File: src/rtl/l0_skew_ctrl.sv
// l0_skew_ctrl: loads LEN activation vectors from SRAM into every L0 row in
// parallel, then drains the rows with a diagonal skew (row r starts r cycles
// after row 0). The diagonal freezes as a whole when the array is not ready.
module l0_skew_ctrl #(
  parameter int ROW   = 8,
  parameter int DEPTH = 64,
  parameter int AW    = 11
) (
  input  logic          clk,
  input  logic          reset,
  input  logic          start,
  input  logic [AW-1:0] base_addr,
  input  logic [6:0]    len,
  input  logic          array_ready,
  input  logic [ROW-1:0] l0_empty,
  input  logic          l0_full,
  output logic          sram_cen,
  output logic [AW-1:0] sram_addr,
  output logic          l0_wr,
  output logic [ROW-1:0] l0_rd,
  output logic          busy,
  output logic          done,
  output logic          err
);

  typedef enum logic [2:0] {
    S_IDLE,
    S_LOAD,
    S_FLUSH,
    S_DRAIN,
    S_DONE
  } state_t;

  localparam logic [7:0] DEPTH_W = 8'(DEPTH);
  // Last skew value that still carries a read: row ROW-1 reading its final vector.
  localparam logic [7:0] T_TAIL  = 8'(ROW - 2);

  state_t        state_q, state_d;
  logic [6:0]    len_q, len_d;
  logic [6:0]    k_q, k_d;
  logic [7:0]    t_q, t_d;
  logic          cen_q, cen_d;
  logic [AW-1:0] addr_q, addr_d;
  logic          wr_q, wr_d;
  logic          err_q, err_d;

  logic [7:0]    t_last;
  logic [ROW-1:0] rd_win;

  assign t_last = {1'b0, len_q} + T_TAIL;

  // Per-row read window: row gi is active for skew values gi .. gi+len-1.
  genvar gi;
  generate
    for (gi = 0; gi < ROW; gi++) begin : g_rd_win
      assign rd_win[gi] = (t_q >= 8'(gi)) && (t_q < (8'(gi) + {1'b0, len_q}));
    end
  endgenerate

  // Reads are combinational from the skew counter so a not-ready cycle drops them at once.
  assign l0_rd = ((state_q == S_DRAIN) && array_ready) ? rd_win : '0;

  // Next-state, counters and registered SRAM/L0 strobes.
  always_comb begin
    state_d = state_q;
    len_d   = len_q;
    k_d     = k_q;
    t_d     = t_q;
    cen_d   = 1'b1;
    addr_d  = addr_q;
    // SRAM has one cycle of read latency, so the L0 write trails the enable.
    wr_d    = ~cen_q;
    err_d   = err_q | (wr_q & l0_full) | (|(l0_rd & l0_empty));
    case (state_q)
      S_IDLE: begin
        if (start) begin
          len_d = len;
          k_d   = '0;
          t_d   = '0;
          err_d = ({1'b0, len} > DEPTH_W);
          if (({1'b0, len} > DEPTH_W) || (len == 7'd0)) begin
            state_d = S_DONE;
          end else begin
            state_d = S_LOAD;
            cen_d   = 1'b0;
            addr_d  = base_addr;
          end
        end
      end
      S_LOAD: begin
        if (k_q == (len_q - 7'd1)) begin
          state_d = S_FLUSH;
        end else begin
          cen_d  = 1'b0;
          k_d    = k_q + 7'd1;
          // Address wraps modulo 2^AW by construction.
          addr_d = addr_q + AW'(1);
        end
      end
      S_FLUSH: begin
        state_d = S_DRAIN;
        t_d     = '0;
      end
      S_DRAIN: begin
        if (array_ready) begin
          t_d = t_q + 8'd1;
          if (t_q == t_last) begin
            state_d = S_DONE;
          end
        end
      end
      S_DONE: begin
        state_d = S_IDLE;
      end
      default: begin
        state_d = S_IDLE;
      end
    endcase
  end

  // State and output registers; reset returns everything to idle immediately.
  always_ff @(posedge clk or posedge reset) begin
    if (reset) begin
      state_q <= S_IDLE;
      len_q   <= '0;
      k_q     <= '0;
      t_q     <= '0;
      cen_q   <= 1'b1;
      addr_q  <= '0;
      wr_q    <= 1'b0;
      err_q   <= 1'b0;
    end else begin
      state_q <= state_d;
      len_q   <= len_d;
      k_q     <= k_d;
      t_q     <= t_d;
      cen_q   <= cen_d;
      addr_q  <= addr_d;
      wr_q    <= wr_d;
      err_q   <= err_d;
    end
  end

  assign sram_cen  = cen_q;
  assign sram_addr = addr_q;
  assign l0_wr     = wr_q;
  assign busy      = (state_q != S_IDLE);
  assign done      = (state_q == S_DONE);
  assign err       = err_q;

endmodule

File: config.mk
export PLATFORM = sky130hd
export DESIGN_NAME = l0_skew_ctrl
export DESIGN_NICKNAME = d
export VERILOG_FILES = /design/src/rtl/l0_skew_ctrl.sv
export SDC_FILE = /design/constraint.sdc
export NUM_CORES = 1
export LEC_CHECK = 0
export CORE_MARGIN = 2
export CORE_UTILIZATION = 50
export CTS_CLUSTER_SIZE = 40
export DETAILED_ROUTE_END_ITERATION = 16
export GPL_TIMING_DRIVEN = 0
export PLACE_DENSITY_LB_ADDON = 0.08
export SYNTH_ARGS = -nofsm -noshare
export SYNTH_HDL_FRONTEND = slang
export SYNTH_SLANG_ARGS = --single-unit
File: constraint.sdc
create_clock -name clk -period 8 [get_ports clk]
set_input_delay 2 -clock clk [delete_from_list [all_inputs] [get_ports clk]]
set_output_delay 2 -clock clk [all_outputs]
set_load 0.05 [all_outputs]
---- Yosys cells after proc, flatten, opt, wreduce, memory -nomap -nowiden ----
Cells that the tools add are included.
storage, ports and cells
  output and inout bits ................... 24
  register bits after elaboration ......... 39
  word-level logic and storage cells ...... 97
  input port bits ......................... 31
operators by class
  bitwise gates (word level) .............. 5
  add/sub/neg operators ................... 11
  reduce and logical (&&, ||, !) cells .... 21
  order comparisons ....................... 17
  mux-type cells .......................... 23
  equal/unequal tests ..................... 12
operators by type and width
  cell                                                                    count
  8-bit less-than comparator                                              7
  11-bit two-way mux                                                      3
  3-bit by 7-bit adder with 8-bit output (first input constant)           4
  8-bit by 3-bit >= comparator with 1-bit output (second input constant)  4
  8-bit two-way mux                                                       3
  8-bit one-hot mux with 3 select lines                                   1
  11-bit one-hot mux with 2 select lines                                  1
  2-bit by 7-bit adder with 8-bit output (first input constant)           2
  8-bit by 1-bit >= comparator with 1-bit output (second input constant)  2
  8-bit by 2-bit >= comparator with 1-bit output (second input constant)  2
  3-bit two-way mux                                                       5
  7-bit two-way mux                                                       2
  7-bit one-hot mux with 2 select lines                                   1
  3-bit one-hot mux with 4 select lines                                   1
  11-bit by 1-bit adder with 11-bit output (second input constant)        1
  2-bit inequality test (second input constant)                           5
  1-bit logical AND                                                       9
  1-bit by 7-bit adder with 8-bit output (first input constant)           1
  8-bit by 1-bit adder with 8-bit output (second input constant)          1
  8-bit AND                                                               1
  8-bit equality test                                                     1
  8-bit by 7-bit less-than comparator with 1-bit output                   1
  4-bit AND reduction                                                     2
  8-bit OR reduction                                                      1
  20 further kinds                                                        28

---- Longest topological paths before layout ----
Gate-level depths: netlist of the first run.
  word-level depth ........................ 9
  mapped depth ............................ 13
  mapped depth without buffers ............ 12

---- Worst setup path after synthesis of the first run ----
OpenSTA, ideal clock, no wires.
  kind .................................... input port to output port
  start point ............................. in array_ready
  end point ............................... out l0_rd[3]
  stages on the path ...................... 2
  arrival time ............................ 3.829 ns
  required time ........................... 6.000 ns
  setup slack ............................. 2.171 ns
  buffers on the path ..................... 0
  cells stage by stage .................... nand4b_1 -> nor4_1
between the ends
  longest elaborated chain between the ends .. 2
ends and longest elaborated chain
  item               line  source
  from (decl)        14    input logic array_ready,
  1-bit logical AND  61    assign l0_rd = ((state_q == S_DRAIN) && array_ready) ? rd_win : '0;
  8-bit two-way mux  61
  to (decl)          20    output logic [ROW-1:0] l0_rd,
No other way between the ends.

---- Worst setup path in the final report of the first run ----
  start point ............................. in array_ready
  end point ............................... out l0_rd[4]
The elaborated chain is that of the path after synthesis.

==> flow_summary.toml, run 1 <==
[sta]
fmax_mhz = 146
setup_viol = 0
hold_viol = 0
slew_violations = 0
relSlewSlack = 0.408
fin_crit_sh = 0.858
rsz0062_at_grt = "false"
fin_tns_setup_ns = 0
min_period_ns = 6.87
tightestPinTransition_ns = 0.882
clock_skew_ns = 0.0138

[clock_network]
cts_buffers = 5
holdBufCountCts = 0
cts_buffer_depth = 2
clock_latency_ns = 0.31
htree_levels = 2
cts_resized = 0
cts.clk_slew.worst_paths_ns = 0.09
cts-root-buf = "clkbuf_8"
clkSinkCount = 39
cts_tree = "yes"
cts_setup_buffers = 0

[finish]
nFillCells = 748
drive_gt1_frac = 0.0643
fin_util = 0.613
layout.nets = 659
stdcell_count = 665
final_area_um2 = 5060
antenna-diode-count = 0
area_delta_synth_final_pct = 18.3

[critical_path]
crit_type = "in -> out"
r2r-start = "len_q[2]"
start_kind = "primary input"
path_common_cell = "clkdlybuf4s50_1"
critical_path_arrival_ns = 4.87
crit_fanout = 9
path_cells = "clkdlybuf4s50_1 -> nand4b_1 -> nor2_1 -> nand2_1 -> a211oi_1 -> clkdlybuf4s50_1"
cp-startpoint = "array_ready"
r2r_cells = 13
crit_cells = 6
crit_family = "buffers and inverters"
slowest_stage = "clkdlybuf4s50_1"
crit_path_end_kind = "output pin"
required_ns = 6.00
max_stage_delay_ns = 0.91
worst-path-buf-inv = 2

[yosys]
yosys-top-cells-count = "ha_1, nand2_1, dfrtp_1"
synth-async-reset-ratio = 1.00
synth_area_leader_cell = "dfrtp_1"
synth-seq-cells = 39
synth.distinct_cells = 67
yosys_warnings = 0
synth.top_cell.area_share = 0.222
synth_edf_count = 0
yosysMostFrequentCell = "ha_1"
synthTopCellsByArea = "dfrtp_1, ha_1, xnor2_1"
synthFlopType = "dfrtp_1"
synth_fp_nets = 598
netlist_area_um2 = 4280
synth_area_per_cell_um2 = 8.59
ys_seq_area_frac = 0.229
synth_cells = 498

[die]
num_io_pins = 55
dieArea_um2 = 9310
core_um2 = 8260
fp.dieW_um = 96.5
initial_utilization = 0.518
die_h_um = 96.5
num_rows = 33

[placed_design]
gp_congestion = 0.884
dp_cells = 657
place_area_um2 = 4950
hpwl_um = 9510
numPortBuffers = 54

[detailed_routing]
ant_nets = 0
vias = 4244
drt-total-wl_um = 12700
drt_pass1_iterations = 5
drc_errors = 0
wl_per_cell_um = 19.1
vias_per_cell = 6.38
drt-initial-drc-count = 259

[global_route]
grt_pass1_wl_um = 20100
grt_max_degree = 40
globalRouteOverflowTotal = 0
antenna_found_initial = 0
grt_usage = 0.284
grt_pass1_vias = 4011

[hold_path]
holdPathStages = 1
holdCritPathClass = "reg -> reg"
hp-start = "sram_cen"

[flow_run]
cap_violations = 0

[power_and_ir_drop]
finalPower_w = 0.000755
p_per_area_nw_per_um2 = 149
ir_drop_v = 0.0000793
p_leak_nw = 2.28

[run_status]
outcome = "completed"
placed cells by master (no fill, tap or decap), drive strengths merged, types with 15 or more instances in the layout:
cell type	instances
ha	69
dfrtp	38
nand2	41
a21oi	33
xnor2	30
clkdlybuf4s50	54
clkbuf	16
o21ai	32
nand3	15
and3	15
nor2	30
inv	19
area by class of cell:
type	instances	area (um2)	share of cell area
multi-input cells	418	3110	0.615
clock buffers	5	68.8	0.0136
flip-flops and latches	39	977	0.193
clock inverters	3	43.8	0.00865
repair buffers	54	541	0.107
well taps	105	131	0.0260
plain buffers	20	109	0.0215
inverters	21	78.8	0.0156
metal layers:
metal,share of wire,track usage,vias to the layer above
met1,0.46,0.385,2070
met4,0.027,0.0962,0
met3,0.047,0.0380,29
met2,0.47,0.467,150
met5,0,0,-
li1,-,-,1995
through the flow:
stage               hold slack [ns]  setup WS, ns
floorplan                     0.527          2.17
global placement              0.416          1.20
detailed placement            0.421          1.17
CTS                           0.442          1.18
global route                  0.452          1.05
finish                        0.440          1.13
registers in the layout, summed over array words and instances (netlist names):
| register | flops |
|---|---|
| err | 1 |
| l0_wr | 1 |
| k_q | 7 |
| state_q | 3 |
| len_q | 7 |
| sram_addr | 11 |
| t_q | 8 |
| sram_cen | 1 |
worst register-to-register path, stage by stage (launching register included):
cell,delay (ns)
dfrtp_1,0.44
clkbuf_1,0.26
inv_1,0.31
ha_1,0.34
nor2b_1,0.42
nor2_1,0.12
xnor2_1,0.14
ha_1,0.31
o21a_1,0.12
o211ai_1,0.08
a21oi_1,0.21
o21ai_0,0.12
a2111oi_0,0.54
a22oi_1,0.14
report_power, final:
group | internal [W] | total [W] | switching [W]
sequential | 0.000208 | 0.000265 | 0.0000570
combinational | 0.000139 | 0.000315 | 0.000176
clock | 0.0000931 | 0.000175 | 0.0000817
worst paths after layout:
path / to / slack, ns
min reg2reg: l0_wr / 0.44
min in group asynchronous: t_q[7] / 2.17
max in group asynchronous: k_q[2] / 5.27
max: l0_rd[4] / 1.13
max reg2reg: err / 4.31
min: l0_wr / 0.44
cell families after synthesis:
family,after synthesis,synth area share
AO/OA/AOI/OAI,141,0.222
XOR/XNOR,35,0.0752
adder cells (fa/ha/maj),69,0.202
buffers and inverters,41,0.0439
flip-flops,39,0.229
multiplexers,6,0.0176
AND/OR/NAND/NOR,167,0.211
Note: power is estimated with default switching activity, not from simulation.
==> inputs of run 2 (changes only) <==
Settings changed: CTS_CLUSTER_SIZE 40 to 10, PLACE_DENSITY from default to 0.73, PLACE_DENSITY_LB_ADDON 0.08 to default.
==> run 2 against run 1 <==
Net effect:
- combinational power is essentially flat
- critical endpoint unchanged
- clock skew decreased by 0.0057 ns
- sequential cell count unchanged
- setup slack improved by 0.065 ns
==> flow_summary.toml, run 2 (synthesis gave the netlist of run 1 again) <==
[sta]
clock_skew_ns = 0.00806
relSlewSlack = 0.436
rsz0062_at_grt = "false"
setup_viol = 0
slew_violations = 0
tightestPinTransition_ns = 0.840
setup_slack_ns = 1.20
min_period_ns = 6.80
fin_tns_setup_ns = 0
fmax_mhz = 147
fin_crit_sh = 0.850
hold_viol = 0

[critical_path]
r2r_cells = 13
critical_path_arrival_ns = 4.80
crit_type = "in -> out"
r2r_slack_ns = 4.13
required_ns = 6.00
r2r-end = "err"
r2r-start = "len_q[2]"
start_kind = "primary input"
crit_path_end_kind = "output pin"
crit_fanout = 9

[detailed_routing]
wl_per_cell_um = 18.5
drt-initial-drc-count = 218
ant_nets = 0
vias = 4173
vias_per_cell = 6.28
drt_pass1_iterations = 5
drc_errors = 0
drt-total-wl_um = 12300

[clock_network]
clock_latency_ns = 0.30
cts_setup_buffers = 0
htree_levels = 2
cts_buffers = 5
clkSinkCount = 39
cts_tree = "yes"
cts.clk_slew.worst_paths_ns = 0.09
cts_resized = 0
cts_buffer_depth = 2
holdBufCountCts = 0
cts-root-buf = "clkbuf_8"

[placed_design]
gp_congestion = 0.988
hpwl_um = 9390
pre_cts_slack_ns = 1.28
numPortBuffers = 54

[power_and_ir_drop]
p_leak_nw = 2.28
p_per_area_nw_per_um2 = 148
ir_drop_v = 0.0000773

[finish]
final_common_cell = "ha_1"
antenna-diode-count = 0
drive_gt1_frac = 0.0643
final_cell_mix = "ha_1, clkdlybuf4s50_1, nand2_1"
layout.nets = 659
area_delta_synth_final_pct = 18.3
largest_reg_flops = 11

[global_route]
antenna_found_initial = 0
grt_max_degree = 40
grt_pass1_vias = 3975
grt_pass1_wl_um = 19600
globalRouteOverflowTotal = 0
grt_usage = 0.270

[flow_run]
cap_violations = 0

[hold_path]
holdPathStages = 1
hp-start = "sram_cen"
holdCritPathClass = "reg -> reg"
holdPathEnd = "l0_wr"

[die]
dieArea_um2 = 9310
die_h_um = 96.5
core_um2 = 8260
num_rows = 33
fp.dieW_um = 96.5
initial_utilization = 0.518
num_io_pins = 55

[run_status]
outcome = "completed"
run 2: cell counts in the layout (fill, tap and decap cells not counted):
Identical to the previous run, type by type.
run 2: area by class of cell:
cell class	count	area, um2
Buffer	20	109
Clock buffer	5	68.8
Clock inverter	3	43.8
Fill cell	774	3200
Inverter	21	78.8
Multi-Input combinational cell	418	3110
Sequential cell	39	977
Tap cell	105	131
Timing Repair Buffer	54	541
run 2: through the flow:
stage / power, W / hold WS [ns] / cells / cell area [um2] / util
finish: 0.000750 / 0.446 / 665 / 5060 / 0.613
global route: 0.000806 / 0.467 / 665 / 5060 / 0.613
CTS: 0.000751 / 0.451 / 665 / 5060 / 0.613
detailed placement: 0.000579 / 0.424 / 657 / 4950 / 0.599
global placement: 0.000565 / 0.417 / 657 / 4950 / 0.599
floorplan: 0.000466 / 0.527 / 498 / 4280 / -
run 2: where the power goes:
group	internal, W	leakage, nW	switching [W]
Sequential	0.000208	0.462	0.0000561
Combinational	0.000138	1.76	0.000176
Clock	0.0000930	0.0581	0.0000795
Total	0.000439	2.28	0.000311
run 2: how the worst max path moves through the flow:
stage,slack (ns),end,cells past startpoint,from
2_1_floorplan,2.17,l0_rd[3],2,array_ready
3_3_place_gp,1.28,l0_rd[4],6,array_ready
3_5_place_dp,1.28,l0_rd[4],6,array_ready
4_1_cts,1.24,l0_rd[4],6,array_ready
5_1_grt,1.08,l0_rd[4],6,array_ready
6_report,1.20,l0_rd[4],6,array_ready
run 2: worst max-delay path: stages:
cell	delay, ns
clkdlybuf4s50_1	0.55
nand4b_1	0.50
nor2_1	0.26
nand2_1	0.09
a211oi_1	0.49
clkdlybuf4s50_1	0.92
run 2: per-layer routing:
metal / vias to the layer above / wire [um] / global-route usage
li1: 1991 / - / -
met5: - / 0 / 0
met2: 127 / 6100 / 0.464
met1: 2033 / 5320 / 0.350
met3: 22 / 643 / 0.0396
met4: 0 / 242 / 0.0892
==> inputs of run 3 (changes only) <==
Settings changed: SLEW_MARGIN from default to 20.
==> run 3 against run 2 <==
Net effect:
- power is 0.54% higher
- wire length shrank 0.75%
- non-clock buffer count rose by 1
- die area stayed put
- core utilization increased by 0.24 points
- sequential power hardly changed
==> flow_summary.toml, run 3 (synthesis gave the netlist of run 1 again) <==
[flow_run]
cap_violations = 0

[die]
num_rows = 33
dieArea_um2 = 9310
die_h_um = 96.5
num_io_pins = 55
core_um2 = 8260
fp.dieW_um = 96.5
initial_utilization = 0.518

[finish]
nFillCells = 761
largest_reg_flops = 11
layout.nets = 660
antenna-diode-count = 0
stdcell_count = 666
final_common_cell = "ha_1"
area_delta_synth_final_pct = 18.8
drive_gt1_frac = 0.0660
final_cell_mix = "ha_1, clkdlybuf4s50_1, nand2_1"

[critical_path]
critical_path_arrival_ns = 4.79
r2r-end = "err"
r2r_slack_ns = 4.12
worst-path-buf-inv = 2
crit_cells = 6
r2r_cells = 13
crit_path_end_kind = "output pin"
crit_family = "buffers and inverters"
slowest_stage = "clkdlybuf4s50_1"
path_common_cell = "clkdlybuf4s50_1"
required_ns = 6.00
crit_type = "in -> out"
path_cells = "clkdlybuf4s50_1 -> nand4b_1 -> nor2_1 -> nand2_1 -> a211oi_1 -> clkdlybuf4s50_1"
r2r-start = "len_q[2]"
crit_fanout = 9
start_kind = "primary input"
max_stage_delay_ns = 0.92

[sta]
min_period_ns = 6.79
worst_hold_slack_ns = 0.457
rsz0062_at_grt = "false"
setup_slack_ns = 1.21
hold_viol = 0
fmax_mhz = 147
clock_skew_ns = 0.0136
fin_crit_sh = 0.849
slew_violations = 0
relSlewSlack = 0.407
fin_tns_setup_ns = 0
tightestPinTransition_ns = 0.883
setup_viol = 0

[power_and_ir_drop]
finalPower_w = 0.000754
pwr-share-seq = 0.350
pwr-share-clk = 0.232
p_int_w = 0.000440
ir_drop_v = 0.0000751
sw_frac_of_total = 0.416
p_leak_nw = 2.29
p_per_area_nw_per_um2 = 148
p_comb_frac = 0.418
switchingPower_w = 0.000314

[run_status]
outcome = "completed"

[detailed_routing]
vias_per_cell = 6.24
ant_nets = 0
drt-initial-drc-count = 243
drt_pass1_iterations = 4
drt-total-wl_um = 12200
vias = 4158
drc_errors = 0
wl_per_cell_um = 18.3

[clock_network]
holdBufCountCts = 0
cts_tree = "yes"
cts_buffer_depth = 2
cts_buffers = 5
cts-root-buf = "clkbuf_8"
htree_levels = 2
clkSinkCount = 39
cts_setup_buffers = 0
cts.clk_slew.worst_paths_ns = 0.10
clock_latency_ns = 0.32
cts_resized = 0

[global_route]
grt_pass1_wl_um = 19700
antenna_found_initial = 0
grt_usage = 0.271
grt_pass1_vias = 3979
globalRouteOverflowTotal = 0
grt_max_degree = 28

[hold_path]
hp-start = "sram_cen"
holdCritPathClass = "reg -> reg"
holdPathStages = 1
holdPathEnd = "l0_wr"

[placed_design]
dp_cells = 658
numPortBuffers = 54
gp_congestion = 0.988
hpwl_um = 9450
pre_cts_slack_ns = 1.26
-- run 3: cell count changes in the layout (fill, tap and decap cells not counted), sizes merged --
cell / delta
buf: +1
-- run 3: per-stage QoR --
stage | instance area, um2 | utilization
2_1_floorplan | 4280 | -
3_3_place_gp | 4950 | 0.599
3_5_place_dp | 4970 | 0.602
4_1_cts | 5080 | 0.615
5_1_grt | 5080 | 0.615
6_report | 5080 | 0.615
-- run 3: metal layers --
metal	global-route usage	part of all wire
met1	0.350	0.44
met2	0.458	0.49
met3	0.0434	0.053
met4	0.0998	0.024
met5	0	0
-- run 3: worst reg2reg max path, cell delays in order (launching register included) --
cell       delay, ns
dfrtp_1         0.44
clkbuf_1        0.26
inv_1           0.27
ha_1            0.35
nor2b_1         0.42
nor2_1          0.12
xnor2_1         0.15
ha_1            0.30
o21a_1          0.11
o211ai_1        0.08
a21oi_1         0.16
o21ai_0         0.14
a2111oi_0       0.73
a22oi_1         0.18
-- run 3: cell type report --
class | instances | area (um2) | area share
repair buffers | 55 | 561 | 0.110
inverters | 21 | 78.8 | 0.0155
clock buffers | 5 | 68.8 | 0.0135
well taps | 105 | 131 | 0.0259
flip-flops and latches | 39 | 977 | 0.192
clock inverters | 3 | 43.8 | 0.00862
plain buffers | 20 | 109 | 0.0214
multi-input cells | 418 | 3110 | 0.612
-- run 3: power groups by stage --
stage / logic [W] / registers [W] / clock network [W]
final: 0.000315 / 0.000264 / 0.000175
after global routing: 0.000358 / 0.000266 / 0.000181
after CTS: 0.000315 / 0.000263 / 0.000175
after detailed placement: 0.000313 / 0.000266 / 0
after global placement: 0.000299 / 0.000266 / 0
after floorplan: 0.000221 / 0.000244 / 0
-- run 3: worst max path at each step --
stage,end,slack [ns],from
floorplan,l0_rd[3],2.17,array_ready
global placement,l0_rd[4],1.28,array_ready
detailed placement,l0_rd[4],1.26,array_ready
CTS,l0_rd[4],1.24,array_ready
global route,l0_rd[4],1.10,array_ready
finish,l0_rd[4],1.21,array_ready
